<file path="config.mk">
export PLATFORM = sky130hd
export DESIGN_NAME = pe_iact_spad_loader
export DESIGN_NICKNAME = d
export VERILOG_FILES = /design/src/rtl/pe_spad_pkg.sv /design/src/rtl/pe_spad_stream_writer.sv /design/src/rtl/pe_iact_spad_loader.sv
export SDC_FILE = /design/constraint.sdc
export NUM_CORES = 1
export LEC_CHECK = 0
export ABC_AREA = 0
export CELL_PAD_IN_SITES_DETAIL_PLACEMENT = 1
export CELL_PAD_IN_SITES_GLOBAL_PLACEMENT = 1
export CORE_ASPECT_RATIO = 1.1
export CORE_MARGIN = 10
export CORE_UTILIZATION = 36
export DETAILED_ROUTE_END_ITERATION = 6
export GPL_TIMING_DRIVEN = 1
export PLACE_DENSITY = 0.89
export SKIP_LAST_GASP = 1
export SYNTH_ARGS = -nofsm -noshare
export SYNTH_HDL_FRONTEND = slang
export SYNTH_SLANG_ARGS = --single-unit
</file>
<file path="constraint.sdc">
create_clock -name clock -period 3.31 [get_ports clock]
set_clock_uncertainty 0.15 [all_clocks]
set_input_delay 0.662 -clock clock [delete_from_list [all_inputs] [get_ports clock]]
set_output_delay 0.662 -clock clock [all_outputs]
set_load 0.02 [all_outputs]
</file>
<file path="src/rtl/pe_spad_pkg.sv">
// Shared definitions for the PE input-activation scratchpad loader:
// load FSM states, default stream widths/depths and the end-of-stream word.
package pe_spad_pkg;

  typedef enum logic [1:0] {
    IDLE = 2'd0,
    LOAD = 2'd1,
    DONE = 2'd2
  } load_state_e;

  localparam int DEF_DATA_WIDTH = 12;  // 8-bit activation + 4-bit count
  localparam int DEF_ADDR_WIDTH = 4;
  localparam int DEF_DATA_DEPTH = 16;
  localparam int DEF_ADDR_DEPTH = 9;

  // An all-zero word marks the end of a CSC stream.
  localparam int TERMINATOR_WORD = 0;

endpackage

</file>
<file path="src/rtl/pe_spad_stream_writer.sv">
// One CSC stream into one scratchpad: write index, loaded length,
// terminated flag, full detection and a registered SPad write port.
// The index saturates at DEPTH; beats arriving while full are not written.
module pe_spad_stream_writer
  import pe_spad_pkg::*;
#(
  parameter int WIDTH = DEF_DATA_WIDTH,
  parameter int DEPTH = DEF_DATA_DEPTH
) (
  input  logic                         clock,
  input  logic                         reset,
  input  logic                         clear,      // start of a new load
  input  logic                         active,     // FSM is in LOAD
  input  logic                         in_valid,
  input  logic [WIDTH-1:0]             in_word,
  output logic                         spad_we,
  output logic [$clog2(DEPTH)-1:0]     spad_waddr,
  output logic [WIDTH-1:0]             spad_wdata,
  output logic [$clog2(DEPTH+1)-1:0]   len,
  output logic                         term_next,  // terminated after this edge
  output logic                         overflow,   // beat accepted while full
  output logic                         stray       // beat after the terminator
);

  localparam int IW = $clog2(DEPTH + 1);
  localparam int AW = $clog2(DEPTH);

  logic [IW-1:0]    idx_q, idx_d;
  logic [IW-1:0]    len_q, len_d;
  logic             term_q, term_d;
  logic             we_q, we_d;
  logic [AW-1:0]    waddr_q, waddr_d;
  logic [WIDTH-1:0] wdata_q, wdata_d;

  logic accept;
  logic full;
  logic is_term;

  // Beat acceptance, index/length bookkeeping and write-port staging.
  always_comb begin
    idx_d   = idx_q;
    len_d   = len_q;
    term_d  = term_q;
    we_d    = 1'b0;
    waddr_d = waddr_q;
    wdata_d = wdata_q;

    accept  = active && in_valid && !term_q;
    full    = (idx_q == IW'(DEPTH));
    is_term = (in_word == WIDTH'(TERMINATOR_WORD));

    if (clear) begin
      idx_d  = '0;
      len_d  = '0;
      term_d = 1'b0;
    end else if (accept) begin
      if (!full) begin
        we_d    = 1'b1;
        waddr_d = idx_q[AW-1:0];
        wdata_d = in_word;
        idx_d   = idx_q + IW'(1);
        if (!is_term) begin
          len_d = len_q + IW'(1);
        end
      end
      // A terminator ends the stream even when it could not be stored.
      if (is_term) begin
        term_d = 1'b1;
      end
    end
  end

  // State and registered SPad write port.
  always_ff @(posedge clock) begin
    if (reset) begin
      idx_q   <= '0;
      len_q   <= '0;
      term_q  <= 1'b0;
      we_q    <= 1'b0;
      waddr_q <= '0;
      wdata_q <= '0;
    end else begin
      idx_q   <= idx_d;
      len_q   <= len_d;
      term_q  <= term_d;
      we_q    <= we_d;
      waddr_q <= waddr_d;
      wdata_q <= wdata_d;
    end
  end

  assign spad_we    = we_q;
  assign spad_waddr = waddr_q;
  assign spad_wdata = wdata_q;
  assign len        = len_q;
  assign term_next  = term_d;
  assign overflow   = accept && full;
  assign stray      = active && in_valid && term_q;

endmodule

</file>
<file path="src/rtl/pe_iact_spad_loader.sv">
// Loads the PE input-activation address and data streams into their
// scratchpads and reports the loaded lengths. Streams have no back-pressure:
// every valid beat in LOAD is taken the cycle it appears.
// Optional build macro PE_SPAD_ERR_EN: builds the sticky err_overflow /
// err_unexpected flags; otherwise both error outputs are tied low.
module pe_iact_spad_loader
  import pe_spad_pkg::*;
#(
  parameter int DATA_WIDTH = DEF_DATA_WIDTH,
  parameter int ADDR_WIDTH = DEF_ADDR_WIDTH,
  parameter int DATA_DEPTH = DEF_DATA_DEPTH,
  parameter int ADDR_DEPTH = DEF_ADDR_DEPTH
) (
  input  logic                              clock,
  input  logic                              reset,
  input  logic                              start,
  input  logic                              addr_in_valid,
  input  logic [ADDR_WIDTH-1:0]             addr_in,
  input  logic                              data_in_valid,
  input  logic [DATA_WIDTH-1:0]             data_in,
  output logic                              addr_spad_we,
  output logic [$clog2(ADDR_DEPTH)-1:0]     addr_spad_waddr,
  output logic [ADDR_WIDTH-1:0]             addr_spad_wdata,
  output logic                              data_spad_we,
  output logic [$clog2(DATA_DEPTH)-1:0]     data_spad_waddr,
  output logic [DATA_WIDTH-1:0]             data_spad_wdata,
  output logic [$clog2(ADDR_DEPTH+1)-1:0]   addr_len,
  output logic [$clog2(DATA_DEPTH+1)-1:0]   data_len,
  output logic                              busy,
  output logic                              load_done,
  output logic                              err_overflow,
  output logic                              err_unexpected
);

  load_state_e state_q, state_d;
  logic        clear;
  logic        active;
  logic        addr_term_next, data_term_next;
  logic        addr_ovf, data_ovf;
  logic        addr_stray, data_stray;

  pe_spad_stream_writer #(
    .WIDTH (ADDR_WIDTH),
    .DEPTH (ADDR_DEPTH)
  ) u_addr_writer (
    .clock      (clock),
    .reset      (reset),
    .clear      (clear),
    .active     (active),
    .in_valid   (addr_in_valid),
    .in_word    (addr_in),
    .spad_we    (addr_spad_we),
    .spad_waddr (addr_spad_waddr),
    .spad_wdata (addr_spad_wdata),
    .len        (addr_len),
    .term_next  (addr_term_next),
    .overflow   (addr_ovf),
    .stray      (addr_stray)
  );

  pe_spad_stream_writer #(
    .WIDTH (DATA_WIDTH),
    .DEPTH (DATA_DEPTH)
  ) u_data_writer (
    .clock      (clock),
    .reset      (reset),
    .clear      (clear),
    .active     (active),
    .in_valid   (data_in_valid),
    .in_word    (data_in),
    .spad_we    (data_spad_we),
    .spad_waddr (data_spad_waddr),
    .spad_wdata (data_spad_wdata),
    .len        (data_len),
    .term_next  (data_term_next),
    .overflow   (data_ovf),
    .stray      (data_stray)
  );

  // Next-state and status outputs. Moving to DONE on the terminated flags'
  // next values lines load_done up with the last terminator's SPad write.
  always_comb begin
    state_d   = state_q;
    clear     = 1'b0;
    active    = (state_q == LOAD);
    busy      = (state_q == LOAD);
    load_done = (state_q == DONE);
    unique case (state_q)
      IDLE: begin
        if (start) begin
          state_d = LOAD;
          clear   = 1'b1;
        end
      end
      LOAD: begin
        if (addr_term_next && data_term_next) begin
          state_d = DONE;
        end
      end
      DONE: begin
        state_d = IDLE;
      end
      default: begin
        state_d = IDLE;
      end
    endcase
  end

  // FSM state register.
  always_ff @(posedge clock) begin
    if (reset) begin
      state_q <= IDLE;
    end else begin
      state_q <= state_d;
    end
  end

`ifdef PE_SPAD_ERR_EN
  logic err_overflow_q, err_overflow_d;
  logic err_unexpected_q, err_unexpected_d;

  // Sticky error flags; a new load clears them, but a stray beat that
  // coincides with start is still recorded.
  always_comb begin
    err_overflow_d   = (clear ? 1'b0 : err_overflow_q) | addr_ovf | data_ovf;
    err_unexpected_d = (clear ? 1'b0 : err_unexpected_q) | addr_stray | data_stray
                       | (!active && (addr_in_valid || data_in_valid));
  end

  // Error flag registers.
  always_ff @(posedge clock) begin
    if (reset) begin
      err_overflow_q   <= 1'b0;
      err_unexpected_q <= 1'b0;
    end else begin
      err_overflow_q   <= err_overflow_d;
      err_unexpected_q <= err_unexpected_d;
    end
  end

  assign err_overflow   = err_overflow_q;
  assign err_unexpected = err_unexpected_q;
`else
  logic unused_err_sources;
  assign unused_err_sources = addr_ovf ^ data_ovf ^ addr_stray ^ data_stray;
  assign err_overflow       = 1'b0;
  assign err_unexpected     = 1'b0;
`endif

endmodule

</file>
* Word-level counts from Yosys, hierarchy flattened
Cells that the tools add are included.
** Storage, ports and cells
- Flip-flop bits (word level) :: 48
- Latch bits :: 0
- RAM bits :: 0
- Memory bits (read-only) :: 0
- Input bits :: 21
- Output and inout port bits :: 39
- Logic and storage cells :: 63
- Memories :: 0
** Operators by class
- Add/subtract/negate cells :: 4
- $mul :: 0
- Div/mod/pow operators :: 0
- Order comparisons :: 0
- Equality and inequality tests :: 6
- Shift operators :: 0
- Mux-type cells :: 13
- Bitwise gates (word level) :: 7
- Reduce and logical (&&, ||, !) cells :: 20
** Operators with widths (count)
- logical NOT 12 bit :: 1
- AND reduction 3 bit :: 4
- adder 5 x 1 -> 5 bit (second input constant) :: 2
- two-way mux 1 bit :: 10
- adder 4 x 1 -> 4 bit (second input constant) :: 2
- inverter 1 bit :: 7
- AND reduction 2 bit :: 3
- OR reduction 3 bit :: 2
- equality test 5 bit (second input constant) :: 1
- logical AND 1 bit :: 5
- equality test 4 bit (second input constant) :: 1
- logical NOT 4 bit :: 1
- two-way mux 2 bit :: 2
- != test 2 bit (second input constant) :: 2
- one-hot mux 2 bit (2 select lines) :: 1
- equality test 2 x 1 -> 1 bit (second input constant) :: 1
- equality test 2 bit (second input constant) :: 1
- logical NOT 1 bit :: 2
- logical NOT 2 bit :: 1
- OR reduction 2 bit :: 1

* Depth between registers and ports, before layout
- Depth in word-level cells :: 8
- Gate-level depth with buffers :: 8

* Cells and area by module
Synthesis repeated with hierarchy kept, for this count alone.
** Unflattened totals
- Cell total of the unflattened synthesis :: 255
- Area total of the unflattened synthesis :: 2172.1 sq um
** By module, submodules not included
- pe_spad_stream_writer (u_data_writer) :: times used 1, cells each 144, area each 1191.1 sq um, seq. area each 560.5 sq um
- pe_spad_stream_writer (u_addr_writer) :: times used 1, cells each 99, area each 869.6 sq um, seq. area each 360.3 sq um
- pe_iact_spad_loader :: times used 1, cells each 12, area each 111.4 sq um, seq. area each 40.0 sq um

* Worst setup path after synthesis
No wires, ideal clock.
- Path type :: input -> register
- Start :: in addr_in[3]
- End :: reg state_q[1]
- Data arrival time :: 1634 ps
- Required time :: 3064 ps
- Slack :: 1430 ps
- Stages :: 3
- Buffers on the path :: 0
- Path through :: nor4_1 > a31oi_1 > nor4b_1
** On the way
- Word-level cells in the longest chain between the ends :: 7
** Ends and longest elaborated chain
- from (decl) :: line pe_iact_spad_loader.sv:18 : input logic [ADDR_WIDTH-1:0] addr_in,
- logical NOT 4 bit :: line pe_spad_stream_writer.sv:50 : is_term = (in_word == WIDTH'(TERMINATOR_WORD));
- two-way mux 1 bit :: line pe_spad_stream_writer.sv:67 : if (is_term) begin
- two-way mux 1 bit :: line pe_spad_stream_writer.sv:56 : end else if (accept) begin
- two-way mux 1 bit :: line pe_spad_stream_writer.sv:52 : if (clear) begin
- logical AND 1 bit :: line pe_iact_spad_loader.sv:96 : if (addr_term_next && data_term_next) begin
- != test 2 bit (no line)
- AND reduction 2 bit (no line)
- to (signal assigned) :: line pe_iact_spad_loader.sv:114 : state_q <= state_d;
- to (decl) :: line pe_iact_spad_loader.sv:35 : load_state_e state_q, state_d;
No other way between the ends.
A chain may end at the register's enable or synchronous reset.

* Worst setup path after layout
- Start :: reg state_q[0]
- End :: out busy
** On the way
- Word-level cells in the longest chain between the ends :: 1
** Ends and longest elaborated chain
- equality test 2 x 1 -> 1 bit :: line pe_iact_spad_loader.sv:86 : busy = (state_q == LOAD);
- to (decl) :: line pe_iact_spad_loader.sv:29 : output logic busy,
No other way between the ends.

==> impl_results.html <==
<table>
<tr><th>Metric</th><th>Value</th></tr>
<tr><th colspan="2">Worst hold path</th></tr>
<tr><td>Worst-case hold path end point</td><td>u_data_writer.spad_wdata[4]</td></tr>
<tr><td>Worst Hold Path Cells</td><td>2</td></tr>
<tr><td>Worst hold start</td><td>u_data_writer.spad_wdata[4]</td></tr>
<tr><td>Worst min-delay path category</td><td>reg -&gt; reg</td></tr>
<tr><th colspan="2">Global routing</th></tr>
<tr><td>Total overflow reported by the global router</td><td>0</td></tr>
<tr><td>Maximum number of pins on one net before global-route repair</td><td>31</td></tr>
<tr><td>Number of global-route vias before repair</td><td>1847</td></tr>
<tr><td>Antenna violations before repair</td><td>0</td></tr>
<tr><td>Wire length of the first global-routing pass</td><td>between 9000 and 10000 um</td></tr>
<tr><td>Total track usage</td><td>13.1%</td></tr>
<tr><th colspan="2">Drt</th></tr>
<tr><td>Post-detailed-routing wire length</td><td>~5700 um</td></tr>
<tr><td>Remaining DRCs</td><td>0</td></tr>
<tr><td>Vias/cell</td><td>just over 5</td></tr>
<tr><td>Vias</td><td>between 1500 and 2000</td></tr>
<tr><td>Average routed wire per standard cell</td><td>16.2 um</td></tr>
<tr><td>Number of violations reported at the end of detailed-routing iteration 0</td><td>50</td></tr>
<tr><td>Detail Route Antenna Nets</td><td>0</td></tr>
<tr><td>Pre-antenna DRT Iters</td><td>4</td></tr>
<tr><th colspan="2">Power</th></tr>
<tr><td>Total power</td><td>approximately 1200 uW</td></tr>
<tr><td>Lkg Pwr</td><td>roughly 0.00096 uW</td></tr>
<tr><td>Ratio of total power to cell area</td><td>~430 nW/um^2</td></tr>
<tr><td>Worst vdd rail ir drop</td><td>211 uV</td></tr>
<tr><th colspan="2">Floorplanning</th></tr>
<tr><td>Standard cell core area</td><td>approximately 5400 sq um</td></tr>
<tr><td>Die Y-Extent</td><td>97.8 um</td></tr>
<tr><td>Die extent in x</td><td>a little over 90 um</td></tr>
<tr><td>I/O Pins</td><td>60</td></tr>
<tr><td>Total Die Area</td><td>roughly 8900 sq um</td></tr>
<tr><td>Effective utilization at floorplan</td><td>between 30% and 40%</td></tr>
<tr><td>Num rows</td><td>28</td></tr>
<tr><th colspan="2">STA</th></tr>
<tr><td>Fin crit share</td><td>77.0%</td></tr>
<tr><td>Min cycle time layout</td><td>between 2000 and 3000 ps</td></tr>
<tr><td>Maximum clock rate</td><td>0.393 GHz</td></tr>
<tr><td>Actual transition at the worst max-transition pin</td><td>just under 800 ps</td></tr>
<tr><td>Unrepaired setup endpoints after global routing</td><td>false</td></tr>
<tr><td>Final Hold Fails</td><td>0</td></tr>
<tr><td>Tightest slew margin relative to the limit</td><td>between 40% and 50%</td></tr>
<tr><td>Final hold slack</td><td>between 300 and 400 ps</td></tr>
<tr><td>Max Transition Viols Final</td><td>0</td></tr>
<tr><td>Setup TNS Final</td><td>0 ps</td></tr>
<tr><td>Final setup vio count</td><td>0</td></tr>
<tr><th colspan="2">Logic synthesis</th></tr>
<tr><td>Total standard cell area after synthesis</td><td>1980 sq um</td></tr>
<tr><td>Fraction of synthesis flops using an asynchronous set or reset pin</td><td>0%</td></tr>
<tr><td>Ranking of synthesized cells by area</td><td>sky130_fd_sc_hd__dfxtp_1, sky130_fd_sc_hd__nand2_1, sky130_fd_sc_hd__a21oi_1, sky130_fd_sc_hd__mux2i_1, sky130_fd_sc_hd__nor2_1</td></tr>
<tr><td>Average footprint of a synthesized cell</td><td>around 8.9 sq um</td></tr>
<tr><td>Number of distinct library cell variants in the gate-level netlist after synthesis</td><td>40</td></tr>
<tr><td>Synth Instances</td><td>roughly 220</td></tr>
<tr><td>Flip-flop cell with the highest count after synthesis</td><td>sky130_fd_sc_hd__dfxtp_1</td></tr>
<tr><td>Cell type contributing the most total cell area after synthesis</td><td>sky130_fd_sc_hd__dfxtp_1</td></tr>
<tr><td>Yosys synthesis warning count</td><td>0</td></tr>
<tr><td>Portion of synthesized cell area occupied by the leading cell type</td><td>48.5%</td></tr>
<tr><td>Top cells by count, synth</td><td>sky130_fd_sc_hd__dfxtp_1, sky130_fd_sc_hd__nand2_1, sky130_fd_sc_hd__a21oi_1, sky130_fd_sc_hd__nor2_1, sky130_fd_sc_hd__mux2i_1</td></tr>
<tr><td>EDFF count, synth</td><td>0</td></tr>
<tr><td>Cell with the most instances after synthesis</td><td>sky130_fd_sc_hd__dfxtp_1</td></tr>
<tr><td>Flop and latch count out of synthesis</td><td>48</td></tr>
<tr><td>Proportion of synthesized chip area in sequential cells</td><td>roughly 48%</td></tr>
<tr><th colspan="2">Critical path</th></tr>
<tr><td>Largest stage delay on the critical path</td><td>between 600 and 700 ps</td></tr>
<tr><td>CP cell instances</td><td>nor2b_1, clkdlybuf4s50_1</td></tr>
<tr><td>Worst R2R Start</td><td>u_data_writer.idx_q[0]</td></tr>
<tr><td>CP delay by family, top</td><td>buffers and inverters</td></tr>
<tr><td>End of the worst register-to-register path</td><td>u_data_writer.len[2]</td></tr>
<tr><td>Slowest cell on crit path</td><td>sky130_fd_sc_hd__clkdlybuf4s50_1</td></tr>
<tr><td>R2R depth</td><td>6</td></tr>
<tr><td>Worst-path maximum fanout</td><td>8</td></tr>
<tr><td>Required arrival time at the worst endpoint</td><td>between 2000 and 3000 ps</td></tr>
<tr><td>Worst reg-to-reg setup slack</td><td>between 1000 and 1500 ps</td></tr>
<tr><td>Sort of element at the start of the critical path</td><td>flop</td></tr>
<tr><td>Type of the worst setup path</td><td>reg -&gt; out</td></tr>
<tr><td>Critical Path AT</td><td>around 1700 ps</td></tr>
<tr><td>Number of cells on the critical path</td><td>2</td></tr>
<tr><td>Worst Path Buf+Inv</td><td>1</td></tr>
<tr><td>Worst setup EP type</td><td>output pin</td></tr>
<tr><th colspan="2">Outcome</th></tr>
<tr><td>Outcome</td><td>complete, no violations</td></tr>
<tr><th colspan="2">Placed design</th></tr>
<tr><td>Dpl hpwl</td><td>~4300 um</td></tr>
<tr><td>Global placer's final weighted congestion</td><td>0.768</td></tr>
<tr><td>DP Cell Count</td><td>roughly 340</td></tr>
<tr><td>Buffers on Ports</td><td>57</td></tr>
<tr><th colspan="2">CTS</th></tr>
<tr><td>Clock latency of the later-clocked register in the worst-skew pair</td><td>310 ps</td></tr>
<tr><td>Clock slew seen by the registers of the worst setup and hold paths</td><td>around 90 ps</td></tr>
<tr><td>CTS tree</td><td>yes</td></tr>
<tr><td>Maximum clock insertion buffer count</td><td>2</td></tr>
<tr><td>Clk Tree Root Cell</td><td>sky130_fd_sc_hd__clkbuf_8</td></tr>
<tr><td>H-tree levels</td><td>2</td></tr>
<tr><td>Post_cts resized</td><td>0</td></tr>
<tr><td>Number of buffers inserted for hold repair after clock tree synthesis</td><td>0</td></tr>
<tr><td>Number of post-CTS setup repair buffers</td><td>0</td></tr>
<tr><td>CTS buffer count</td><td>5</td></tr>
<tr><td>Clock Sink Count</td><td>48</td></tr>
<tr><th colspan="2">Flow run</th></tr>
<tr><td>Max_cap viols</td><td>0</td></tr>
<tr><th colspan="2">Layout</th></tr>
<tr><td>Multi-input logic area</td><td>946 sq um</td></tr>
<tr><td>Diode count</td><td>0</td></tr>
<tr><td>Footprint of the flip-flops and latches</td><td>~960 sq um</td></tr>
<tr><td>Final net count</td><td>303</td></tr>
<tr><td>Final std cells w/o fill</td><td>between 300 and 400</td></tr>
<tr><td>Number of filler instances in the final layout</td><td>640</td></tr>
<tr><td>Layout-stage area growth over the synthesis result</td><td>37.4%</td></tr>
<tr><td>Core occupancy in the finished layout</td><td>approximately half</td></tr>
<tr><td>Proportion of layout cells with a drive suffix above 1</td><td>under 10%</td></tr>
</table>
## cell usage in the layout (no fill, tap or decap), types with 2 or more instances in the layout
cell type / Yosys / routed
sky130_fd_sc_hd__clkdlybuf4s50_1: 0 / 57
sky130_fd_sc_hd__dfxtp_1: 48 / 48
sky130_fd_sc_hd__nand2_1: 40 / 40
sky130_fd_sc_hd__nor2_1: 22 / 22
sky130_fd_sc_hd__a21oi_1: 22 / 22
sky130_fd_sc_hd__mux2i_1: 10 / 10
sky130_fd_sc_hd__nand3_1: 8 / 8
sky130_fd_sc_hd__nor4_1: 6 / 6
sky130_fd_sc_hd__ha_1: 6 / 6
sky130_fd_sc_hd__clkbuf_8: 0 / 6
sky130_fd_sc_hd__inv_1: 4 / 4
sky130_fd_sc_hd__nand4_1: 4 / 4
sky130_fd_sc_hd__xnor2_1: 4 / 4
sky130_fd_sc_hd__or3_1: 3 / 3
sky130_fd_sc_hd__o21ai_0: 3 / 3
sky130_fd_sc_hd__xor2_1: 3 / 3
sky130_fd_sc_hd__and3b_1: 2 / 2
sky130_fd_sc_hd__o31ai_1: 2 / 2
sky130_fd_sc_hd__or4_1: 2 / 2
sky130_fd_sc_hd__nor4b_1: 2 / 2
sky130_fd_sc_hd__conb_1: 1 / 2
sky130_fd_sc_hd__buf_4: 3 / 2
## power by group
group | internal, uW | switching (uW)
Clock | 247 | 204
Sequential | 590 | 11.0
Combinational | 60.7 | 69.5
## final cells by class
cell class	count	share of cell area (%)
Sequential cell	48	35.3
Multi-Input combinational cell	158	34.7
Timing Repair Buffer	59	21.5
Tap cell	75	3.45
Clock buffer	6	3.03
Clock inverter	2	1.42
Inverter	4	0.551
## through the flow
stage	area, sq um	worst slack [ps]
detailed placement	2600	613
global placement	2600	770
CTS	2720	744
global route	2720	674
floorplan	1990	1430
finish	2720	763
## registers in the layout, indices dropped and copies added (netlist names), 2 cells and up
name and flops:
u_data_writer.spad_wdata 12, u_data_writer.idx_q 5, u_data_writer.len 5, u_addr_writer.idx_q 4, u_addr_writer.len 4, u_addr_writer.spad_waddr 4
u_addr_writer.spad_wdata 4, u_data_writer.spad_waddr 4, state_q 2
## per-layer routing
| metal | part of all wire, % | GRT usage (%) | vias up | routed length (um) |
|---|---|---|---|---|
| li1 | - | - | 870 | - |
| met2 | 49 | 23.0 | 43 | 2820 |
| met1 | 43 | 14.3 | 851 | 2470 |
| met3 | 5.7 | 4.13 | 9 | 325 |
| met5 | 0 | 0 | - | 0 |
| met4 | 1.8 | 4.90 | 0 | 104 |
## tightest hold or removal path, stage by stage, from the launching register on
cell and delay, ps:
sky130_fd_sc_hd__dfxtp_1 310, sky130_fd_sc_hd__nand2_1 50, sky130_fd_sc_hd__a21oi_1 50
## worst max-delay path by stage
| stage | startpoint | to | slack, ps |
|---|---|---|---|
| floorplan | addr_in[3] | state_q[1] | 1430 |
| global placement | data_in_valid | u_data_writer.len[2] | 770 |
| detailed placement | data_in_valid | u_data_writer.len[2] | 610 |
| CTS | state_q[0] | busy | 740 |
| global route | state_q[0] | busy | 670 |
| finish | state_q[0] | busy | 760 |
## logic make-up (layout without fill, tap and decap cells)
logic type	count (synthesis)	in the layout	share of synthesized area, %
and+or+nand+nor	101	101	26.3
buffers and inverters	17	71	3.98
xor gates and xnor gates	7	7	3.09
adders and majority gates	6	6	3.79
DFF	48	48	48.5
other	1	2	0.189
muxes	10	10	5.05
AOI/OAI and AO/OA	32	32	9.09
Note: power is estimated with default switching activity, not from simulation.
